$ cat config.mk
export PLATFORM = sky130hd
export DESIGN_NAME = mio_bus_arbiter
export DESIGN_NICKNAME = d
export VERILOG_FILES = /design/src/rtl/mio_arb_pkg.sv /design/src/rtl/mio_rr_picker.sv /design/src/rtl/mio_bus_arbiter.sv
export SDC_FILE = /design/constraint.sdc
export NUM_CORES = 1
export LEC_CHECK = 0
export CORE_MARGIN = 1.5
export CORE_UTILIZATION = 47
export CTS_BUF_LIST = sky130_fd_sc_hd__clkbuf_4
export CTS_CLUSTER_SIZE = 8
export DETAILED_ROUTE_END_ITERATION = 10
export PLACE_DENSITY_LB_ADDON = 0.2
export SLEW_MARGIN = 20
export SYNTH_ARGS = -nofsm -noshare
export SYNTH_HDL_FRONTEND = slang
export SYNTH_SLANG_ARGS = --single-unit
$ cat constraint.sdc
create_clock -name clk -period 4.37 [get_ports clk]
set_input_delay 0.874 -clock clk [delete_from_list [all_inputs] [get_ports clk]]
set_output_delay 0.874 -clock clk [all_outputs]
set_load 0.02 [all_outputs]
$ cat src/rtl/mio_arb_pkg.sv
// Shared definitions for the two-master MIO bus arbiter: FSM encoding,
// the latched transaction record and the default read wait.
package mio_arb_pkg;

    typedef enum logic [1:0] {
        IDLE = 2'd0,
        XFER = 2'd1,
        DONE = 2'd2
    } arb_state_e;

    localparam int unsigned RD_WAIT_DEFAULT = 1;

    localparam logic MST_M0 = 1'b0;
    localparam logic MST_M1 = 1'b1;

    // Everything the bus needs is captured at grant time so masters may change
    // their inputs freely once the transaction is in flight.
    typedef struct packed {
        logic        owner;
        logic        we;
        logic [31:0] addr;
        logic [31:0] wdata;
    } xfer_t;

    localparam xfer_t XFER_NONE = '{owner: 1'b0, we: 1'b0, addr: 32'd0, wdata: 32'd0};

    function automatic xfer_t mk_xfer(
        input logic        owner,
        input logic        we,
        input logic [31:0] addr,
        input logic [31:0] wdata
    );
        xfer_t x;
        x.owner = owner;
        x.we    = we;
        x.addr  = addr;
        x.wdata = wdata;
        return x;
    endfunction

endpackage

$ cat src/rtl/mio_rr_picker.sv
// Two-way round-robin selector: a lone requester wins, a tie goes to the
// master that was not granted last.
module mio_rr_picker
    import mio_arb_pkg::*;
(
    input  logic [1:0] req,
    input  logic       last,
    output logic       grant,
    output logic       valid
);

    // Pure combinational grant decode.
    always_comb begin
        grant = MST_M0;
        valid = 1'b0;
        case (req)
            2'b01: begin
                grant = MST_M0;
                valid = 1'b1;
            end
            2'b10: begin
                grant = MST_M1;
                valid = 1'b1;
            end
            2'b11: begin
                grant = ~last;
                valid = 1'b1;
            end
            default: begin
                grant = MST_M0;
                valid = 1'b0;
            end
        endcase
    end

endmodule

$ cat src/rtl/mio_bus_arbiter.sv
// Arbitrates two masters onto a single MIO bus, one transaction at a time,
// using an IDLE -> XFER -> DONE sequence with round-robin tie breaking.
module mio_bus_arbiter
    import mio_arb_pkg::*;
#(
    parameter int unsigned RD_WAIT = RD_WAIT_DEFAULT
) (
    input  logic        clk,
    input  logic        rst,
    input  logic        m0_req,
    input  logic        m0_we,
    input  logic [31:0] m0_addr,
    input  logic [31:0] m0_wdata,
    output logic        m0_ack,
    output logic [31:0] m0_rdata,
    input  logic        m1_req,
    input  logic        m1_we,
    input  logic [31:0] m1_addr,
    input  logic [31:0] m1_wdata,
    output logic        m1_ack,
    output logic [31:0] m1_rdata,
    output logic [31:0] bus_addr,
    output logic [31:0] bus_wdata,
    output logic        bus_we,
    input  logic [31:0] bus_rdata
);

    localparam logic [2:0] RD_WAIT_C = 3'(RD_WAIT);

    arb_state_e  state_q, state_d;
    logic        last_q, last_d;
    xfer_t       xfer_q, xfer_d;
    logic [2:0]  wait_q, wait_d;
    logic [31:0] m0_rdata_q, m0_rdata_d;
    logic [31:0] m1_rdata_q, m1_rdata_d;

    logic [1:0]  req_s;
    logic        grant_s;
    logic        valid_s;
    logic        rd_last_s;

    assign req_s = {m1_req, m0_req};

    mio_rr_picker u_picker (
        .req   (req_s),
        .last  (last_q),
        .grant (grant_s),
        .valid (valid_s)
    );

    // A read's final XFER cycle is the one where the wait counter reaches RD_WAIT.
    assign rd_last_s = (!xfer_q.we) && (wait_q == RD_WAIT_C);

    // State and datapath registers.
    always_ff @(posedge clk) begin
        if (rst) begin
            state_q    <= IDLE;
            last_q     <= MST_M1;
            xfer_q     <= XFER_NONE;
            wait_q     <= 3'd0;
            m0_rdata_q <= 32'd0;
            m1_rdata_q <= 32'd0;
        end else begin
            state_q    <= state_d;
            last_q     <= last_d;
            xfer_q     <= xfer_d;
            wait_q     <= wait_d;
            m0_rdata_q <= m0_rdata_d;
            m1_rdata_q <= m1_rdata_d;
        end
    end

    // Next-state logic.
    always_comb begin
        state_d = state_q;
        case (state_q)
            IDLE: begin
                if (valid_s) begin
                    state_d = XFER;
                end else begin
                    state_d = IDLE;
                end
            end
            XFER: begin
                if (xfer_q.we || rd_last_s) begin
                    state_d = DONE;
                end else begin
                    state_d = XFER;
                end
            end
            DONE:    state_d = IDLE;
            default: state_d = IDLE;
        endcase
    end

    // Grant latching, wait counting and read-data capture.
    always_comb begin
        last_d     = last_q;
        xfer_d     = xfer_q;
        wait_d     = wait_q;
        m0_rdata_d = m0_rdata_q;
        m1_rdata_d = m1_rdata_q;
        case (state_q)
            IDLE: begin
                wait_d = 3'd0;
                if (valid_s) begin
                    last_d = grant_s;
                    if (grant_s == MST_M1) begin
                        xfer_d = mk_xfer(MST_M1, m1_we, m1_addr, m1_wdata);
                    end else begin
                        xfer_d = mk_xfer(MST_M0, m0_we, m0_addr, m0_wdata);
                    end
                end else begin
                    xfer_d = xfer_q;
                end
            end
            XFER: begin
                if (xfer_q.we) begin
                    wait_d = 3'd0;
                end else if (rd_last_s) begin
                    wait_d = 3'd0;
                    if (xfer_q.owner == MST_M1) begin
                        m1_rdata_d = bus_rdata;
                    end else begin
                        m0_rdata_d = bus_rdata;
                    end
                end else begin
                    wait_d = wait_q + 3'd1;
                end
            end
            DONE:    wait_d = 3'd0;
            default: wait_d = 3'd0;
        endcase
    end

    // Output decode; the bus is quiet outside XFER.
    always_comb begin
        bus_addr  = 32'd0;
        bus_wdata = 32'd0;
        bus_we    = 1'b0;
        m0_ack    = 1'b0;
        m1_ack    = 1'b0;
        case (state_q)
            XFER: begin
                bus_addr  = xfer_q.addr;
                bus_wdata = xfer_q.wdata;
                bus_we    = xfer_q.we;
            end
            DONE: begin
                m0_ack = (xfer_q.owner == MST_M0);
                m1_ack = (xfer_q.owner == MST_M1);
            end
            default: begin
                bus_addr  = 32'd0;
                bus_wdata = 32'd0;
                bus_we    = 1'b0;
            end
        endcase
    end

    assign m0_rdata = m0_rdata_q;
    assign m1_rdata = m1_rdata_q;

endmodule

# ---- Word-level counts from Yosys, hierarchy flattened
# Cells that the tools add are included.
dict set report totals {
  regBits 136
}
dict set report classes {
  muxes 11
  n_eq_ne 6
  n_reduce_logical 9
  addsub 1
  bitwise_logic 4
}
# cell count
set ops {}
lappend ops {{$mux W66} 1}
lappend ops {{$mux W32} 2}
lappend ops {{$reduce_and A4 Y1} 2}
lappend ops {{$eq A2 B2 Y1 const B} 3}
lappend ops {{$mux W1} 5}
lappend ops {{$eq A2 B1 Y1 const B} 2}
lappend ops {{$not A1 Y1} 4}
lappend ops {{$pmux W2 S2} 1}
lappend ops {{$reduce_or A4 Y1} 1}
lappend ops {{$add A3 B1 Y3 const B} 1}
lappend ops {{$eq A3 B1 Y1 const B} 1}
lappend ops {{$reduce_or A3 Y1} 1}
lappend ops {{$logic_not A2 Y1} 1}
lappend ops {{$mux W2} 1}
lappend ops {{$pmux W1 S2} 1}
lappend ops {{$reduce_and A2 Y1} 1}
lappend ops {{$logic_and A1 B1 Y1} 1}
lappend ops {{$logic_not A1 Y1} 1}
lappend ops {{$logic_or A1 B1 Y1} 1}

# ---- Depth between registers and ports, before layout
# Gate-level depths: netlist (run 1).
dict set report logic_depth {
  word_depth 5
  ltp_mapped 6
}

# ---- By module
# Synthesis (run 1) repeated with hierarchy kept, for this count alone.
dict set report hier_totals {
  cells_unflattened 636
  area_unflattened_um2 6204.7
}
# module instances seq_area_each_um2 area_per_inst_um2 cells_each
set modules_own_cells {}
lappend modules_own_cells {mio_bus_arbiter 1 2722.6 6190.9 634}
lappend modules_own_cells {mio_rr_picker 1 0.0 13.8 2}

# ---- Worst setup path before layout (run 1)
# Ideal clock, no wire load.
dict set report synth_timing {
  path_type {register -> output}
  from {reg state_q[0]}
  to {out bus_addr[0]}
  n_path_buf 2
  arrival_ps 1228
  required_time_ps 3496
  setup_slack_ps 2268
  stages_incl_launch_ff 5
  path_cell_list {dfxtp_1 > nor2b_1 > buf_2 > clkbuf_1 > and2_1}
}
dict set report synth_via {
  elab_chain_len 2
}
# element line
set synth_rtl {}
lappend synth_rtl {{start, declared} mio_bus_arbiter.sv:30} ;# arb_state_e state_q, state_d;
lappend synth_rtl {{start signal, assigned} mio_bus_arbiter.sv:64} ;# state_q <= state_d;
lappend synth_rtl {{$eq A2 B1 Y1} mio_bus_arbiter.sv:143} ;# case (state_q)
lappend synth_rtl {{$mux W32} mio_bus_arbiter.sv:143}
lappend synth_rtl {{end, declared} mio_bus_arbiter.sv:22} ;# output logic [31:0] bus_addr,
# Every way passes these cells.

# ---- Worst setup path after layout (run 1)
dict set report layout_timing {
  from {reg state_q[0]}
  to {out bus_wdata[5]}
}
dict set report layout_via {
  elab_chain_len 2
}
# element line
set layout_rtl {}
lappend layout_rtl {{$eq A2 B1 Y1} mio_bus_arbiter.sv:143}
lappend layout_rtl {{$mux W32} mio_bus_arbiter.sv:143}
lappend layout_rtl {{end, declared} mio_bus_arbiter.sv:23} ;# output logic [31:0] bus_wdata,
# Every way passes these cells.

==> results of run 1 <==
## report_power, final
group / internal [mW] / switching (mW) / total [mW] / leakage [nW]
logic: 0.516 / 0.571 / 1.09 / 2.49
clock network: 0.512 / 0.461 / 0.973 / 0.177
registers: 1.37 / 0.0699 / 1.44 / 1.11
## worst register-to-register path, cell delays in order, from the launching register on
cell	delay [ns]
dfxtp_1	0.39
nor2_4	0.11
buf_4	0.60
and2_4	0.95
a311oi_2	0.27
## layer usage
layer  share of wire [%]  vias up  global-route usage, %
met2                  48      230                   42.5
met1                  40     2833                   29.9
met3                 8.6       42                   8.99
met5                   0        -                      0
met4                 2.8        0                   10.7
li1                    -     2991                      -
## cell usage in the layout, fill, tap and decap left out, types with 2 or more instances in the layout
cell / count
buf_4: 11
bufinv_16: 5
ha_1: 2
a311oi_2: 50
nand2b_1: 97
dfxtp_1: 136
nor2_1: 4
clkinv_4: 2
clkinvlp_4: 2
clkdlybuf4s50_1: 295
clkinv_2: 3
a311oi_1: 15
a21oi_1: 66
mux2i_1: 64
clkbuf_4: 18
nand2_1: 133
and2_1: 65
clkinv_1: 2
## sequential cells by signal (all words and copies together), names as in the netlist
name and count:
m0_rdata 32, last_q 1, state_q 2, m1_rdata 32
wait_q 3, xfer_q 66
## layout make-up
type	count	area (um2)
fillers	1055	3890
clock inverters	14	205
flip-flops and latches	136	2720
diodes	1	2.50
clock buffers	18	135
repair buffers	307	3060
inverters	1	3.75
multi-input cells	514	3590
well taps	180	225
## final timing paths
| check | cells past startpoint | end | from | slack [ns] |
|---|---|---|---|---|
| worst max-delay path | 4 | bus_wdata[5] | state_q[0] | 0.71 |
| worst min-delay path | 1 | wait_q[0] | wait_q[0] | 0.46 |
| worst max register to register | 4 | xfer_q[46] | state_q[1] | 1.89 |
| worst min register to register | 1 | wait_q[0] | wait_q[0] | 0.46 |
## cells in the mapped netlist (4+ instances only)
| cell type | number | area [um2] |
|---|---|---|
| nor2_1 | 4 | 15.0 |
| buf_6 | 9 | 101 |
| a311oi_1 | 15 | 131 |
| buf_2 | 18 | 90.1 |
| mux2i_1 | 64 | 641 |
| nand2_1 | 133 | 499 |
| clkbuf_1 | 38 | 143 |
| and2_1 | 66 | 413 |
| nand2b_1 | 97 | 607 |
| a21oi_1 | 66 | 330 |
| a311oi_2 | 50 | 751 |
| dfxtp_1 | 136 | 2720 |
## logic make-up (layout without fill, tap and decap cells)
family | after synthesis | count (layout)
mux | 64 | 64
other cells | 0 | 1
simple gates | 311 | 311
compound gates | 136 | 136
fa+ha+maj | 2 | 2
buf+inv | 68 | 340
xor+xnor | 1 | 1
flops | 136 | 136
## metrics by stage
| stage | hold WS (ns) | worst slack (ns) | cell area, um2 |
|---|---|---|---|
| 2_1_floorplan | 0.421 | 2.27 | 6640 |
| 3_3_place_gp | 0.433 | 1.04 | 9600 |
| 3_5_place_dp | 0.446 | 1.01 | 9600 |
| 4_1_cts | 0.464 | 0.621 | 9940 |
| 5_1_grt | 0.490 | 0.493 | 9940 |
| 6_report | 0.462 | 0.707 | 9940 |
==> results.cfg, run 1 <==
[sta]
fin_crit_ns = 3.66
tightest_slew_ns = 1.01
rsz0062_at_grt = false
fin_crit_sh_pct = 83.8
relSlewSlack_pct = 32.9
setup-tns-final_ns = 0
fmax_mhz = 273
drv_slew = 0
fin_worst_skew_ns = 0.0160
hold_violations = 0
setup_viol = 0

[floorplan]
die_x_um = 122
fp.coreArea_um2 = 13800
rows = 43
start_util_pct = 48.0
dieArea_um2 = 14800
pin_count = 297
die_h_um = 122

[finish]
drive_gt1_share_pct = 10.1
stdcell_count = 1171
final_nets = 1145
syn_to_final_growth_pct = 49.7
fin_util_pct = 71.9

[synth]
yosysUniqueCellTypes = 31
yosysSeqAreaShare_pct = 41.0
yosys.area_share.adder_pct = 0.377
ys.flop_type = dfxtp_1
ys_ff_latch = 136
ys_warn_count = 0
netlist_instances = 718
synth_top_family_by_area = simple AND/OR/NAND/NOR gates
synth_fp_nets = 886
async_flop_share_pct = 0
synth_compound_area_share_pct = 18.9
syn_area_um2 = 6640
synth_edf_count = 0
syn-mean-instance-area_um2 = 9.25
synth_mux_area_share_pct = 9.65
synth_xor_area_share_pct = 0.132
synthSimpleGateAreaFrac_pct = 24.6

[worst_setup_path]
worstPathArrival_ns = 2.79
cp_num_buf_inv = 2
slowest_delay_ns = 0.61
startpoint_type = flip-flop
cp.required_ns = 3.50
crit_chain = nor2b_4 -> buf_4 -> and2_1 -> clkdlybuf4s50_1
worstSetupPathType = flip-flop to output port
crit_family = buffers and inverters
crit_path_max_fanout = 36
cp-end-kind = output port
crit_slowest_cell = clkdlybuf4s50_1

[route]
drc = 0
wl_um = 18800
route.antenna.remaining_nets = 0
vias = 6096
detail_route.wl_per_cell_um = 16.1
vias_per_cell = 5.21
drt_pre_antenna_iters = 5
drt_iter0_drc = 301

[clock_network]
cts_root_buffer = clkbuf_4
path_clk_slew_ns = 0.11
cts_tree = done
htree_levels = 4
insertion_delay_ns = 0.53
clock_sinks = 136
ctsResizeCount = 0
post_cts.repair.setup_buffers = 0
numCtsBuffers = 17
cts_hold_buf = 0
clock_path_buffers = 2

[place]
place_inst = 1138
portBuffers = 296
hpwl_um = 12900
gp_congestion = 0.791

[flow_run]
max_cap_violations = 0

[pwr]
powerDensity_nw_per_um2 = 352
leakage_nw = 3.78
max-vdd-ir-drop_v = 0.000203
p_total_mw = 3.50

[global_route]
grt_overflow_total = 0
first_global_vias = 5940
antenna_found_initial = 1
grt_use_total_pct = 25.6
grt_pass1_wl_um = 29600
grt_max_degree = 86

[outcome]
status = completed

[hold_path]
hp-class = flip-flop to flip-flop
No activity file was read; power rests on OpenSTA's default activity.
==> run 2: changes to the inputs <==
- CORE_UTILIZATION: 47 -> 43
- clock period: 4.37 -> 3.52 ns (I/O delays scaled with it)
==> run 2 against run 1 <==
Against the previous run:
- global-route usage is 1.9 points lower
- clock skew is 0.0014 ns lower
- critical path depth stayed put
- register-to-register slack worse by 0.32 ns
- utilization is 6.2 points lower
- wire length is 2.5% higher
- sequential share of layout area hardly changed
- clock power is 9% higher
==> results.cfg, run 2 (synthesized netlist as in run 1, its figures left out) <==
[sta]
drv_slew = 0
worst_slack_ns = 0.297
fmax_mhz = 310
hold_violations = 0
fin_crit_ns = 3.22
rsz0062_at_grt = false
fin_worst_skew_ns = 0.0146
setup-tns-final_ns = 0
setup_viol = 0
hold_slack_ns = 0.479
relSlewSlack_pct = 46.2
fin_crit_sh_pct = 91.6
tightest_slew_ns = 0.807

[worst_setup_path]
cp_num_buf_inv = 2
r2r_cells = 5
cp-end-kind = output port
worstSetupPathType = flip-flop to output port
rrSetupSlack_ns = 1.57
r2r-end = m1_rdata[30]
crit_family = buffers and inverters
worstPathArrival_ns = 2.52
slowest_delay_ns = 0.60
crit_path_max_fanout = 24
r2r_start = state_q[0]
cp.required_ns = 2.82
cp-endpoint = bus_wdata[25]
crit_start = state_q[0]
crit_chain = nor2b_4 -> buf_4 -> and2_1 -> clkdlybuf4s50_1
startpoint_type = flip-flop
crit_slowest_cell = clkdlybuf4s50_1
worst-path-stages = 4

[route]
detail_route.wl_per_cell_um = 16.4
drc = 0
vias_per_cell = 5.10
route.antenna.remaining_nets = 0
drt_pre_antenna_iters = 4
wl_um = 19300
vias = 6009
drt_iter0_drc = 336

[pwr]
p_total_mw = 4.24
powerDensity_nw_per_um2 = 427
max-vdd-ir-drop_v = 0.000212
leakage_nw = 3.77

[global_route]
grt_max_degree = 124
grt_pass1_wl_um = 30200
grt_use_total_pct = 23.7
grt_overflow_total = 0
antenna_found_initial = 1
first_global_vias = 5802

[floorplan]
start_util_pct = 43.8
die_x_um = 127
rows = 45
pin_count = 297
die_h_um = 127
fp.coreArea_um2 = 15100
dieArea_um2 = 16200

[finish]
nFillCells = 1267
final_nets = 1145
multi_input_area_um2 = 3590
seqCellArea_um2 = 2720
largest_reg_flops = 66
stdcell_count = 1178
final_common_cell = clkdlybuf4s50_1
syn_to_final_growth_pct = 49.8
top_register = xfer_q
drive_gt1_share_pct = 9.91
fin_util_pct = 65.7
design_area_um2 = 9950
final_cell_mix = clkdlybuf4s50_1 (295), dfxtp_1 (136), nand2_1 (133), nand2b_1 (97), a21oi_1 (66)

[place]
gp_congestion = 0.805
portBuffers = 296
placed_cell_area_um2 = 9660
dp_slack_ns = 0.824
hpwl_um = 13200
place_inst = 1146

[hold_path]
hp-class = flip-flop to flip-flop

[clock_network]
cts_tree = done
clock_path_buffers = 2
cts_hold_buf = 0
path_clk_slew_ns = 0.12
post_cts.repair.setup_buffers = 0
clock_sinks = 136
insertion_delay_ns = 0.53
numCtsBuffers = 17
htree_levels = 4
ctsResizeCount = 0
cts_root_buffer = clkbuf_4

[flow_run]
max_cap_violations = 0

[outcome]
status = completed
[run 2: worst min-delay path by stage]
| stage | start | to | slack (ns) | cells past startpoint |
|---|---|---|---|---|
| after floorplan | wait_q[0] | wait_q[0] | 0.42 | 1 |
| after global placement | wait_q[0] | wait_q[0] | 0.43 | 1 |
| after detailed placement | wait_q[0] | wait_q[0] | 0.45 | 1 |
| after CTS | wait_q[0] | wait_q[0] | 0.48 | 1 |
| after global routing | wait_q[0] | wait_q[0] | 0.49 | 1 |
| final | m0_rdata[22] | m0_rdata[22] | 0.48 | 2 |
[run 2: report_power, final]
part	internal [mW]	switching (mW)
clock network	0.480	0.581
logic	0.668	0.705
registers	1.70	0.106
[run 2: metal layers]
layer	track usage, %	up-vias	wire length [um]
li1	-	2977	-
met1	28.1	2765	8120
met2	38.6	229	9120
met3	8.17	38	1470
met4	11.1	0	606
met5	0	-	0
[run 2: cell type report]
type | instances | area share [%]
well taps | 188 | 2.36
multi-input cells | 514 | 36.1
inverters | 1 | 0.0377
flip-flops and latches | 136 | 27.4
clock buffers | 17 | 1.28
clock inverters | 14 | 1.58
diodes | 1 | 0.0252
repair buffers | 307 | 31.3
[run 2: worst register-to-register path, cell delays in order (launching register included)]
cell and delay (ns):
dfxtp_1 0.45, nor2b_4 0.50, buf_12 0.23, nand4b_2 0.12, buf_4 0.33, mux2i_1 0.20
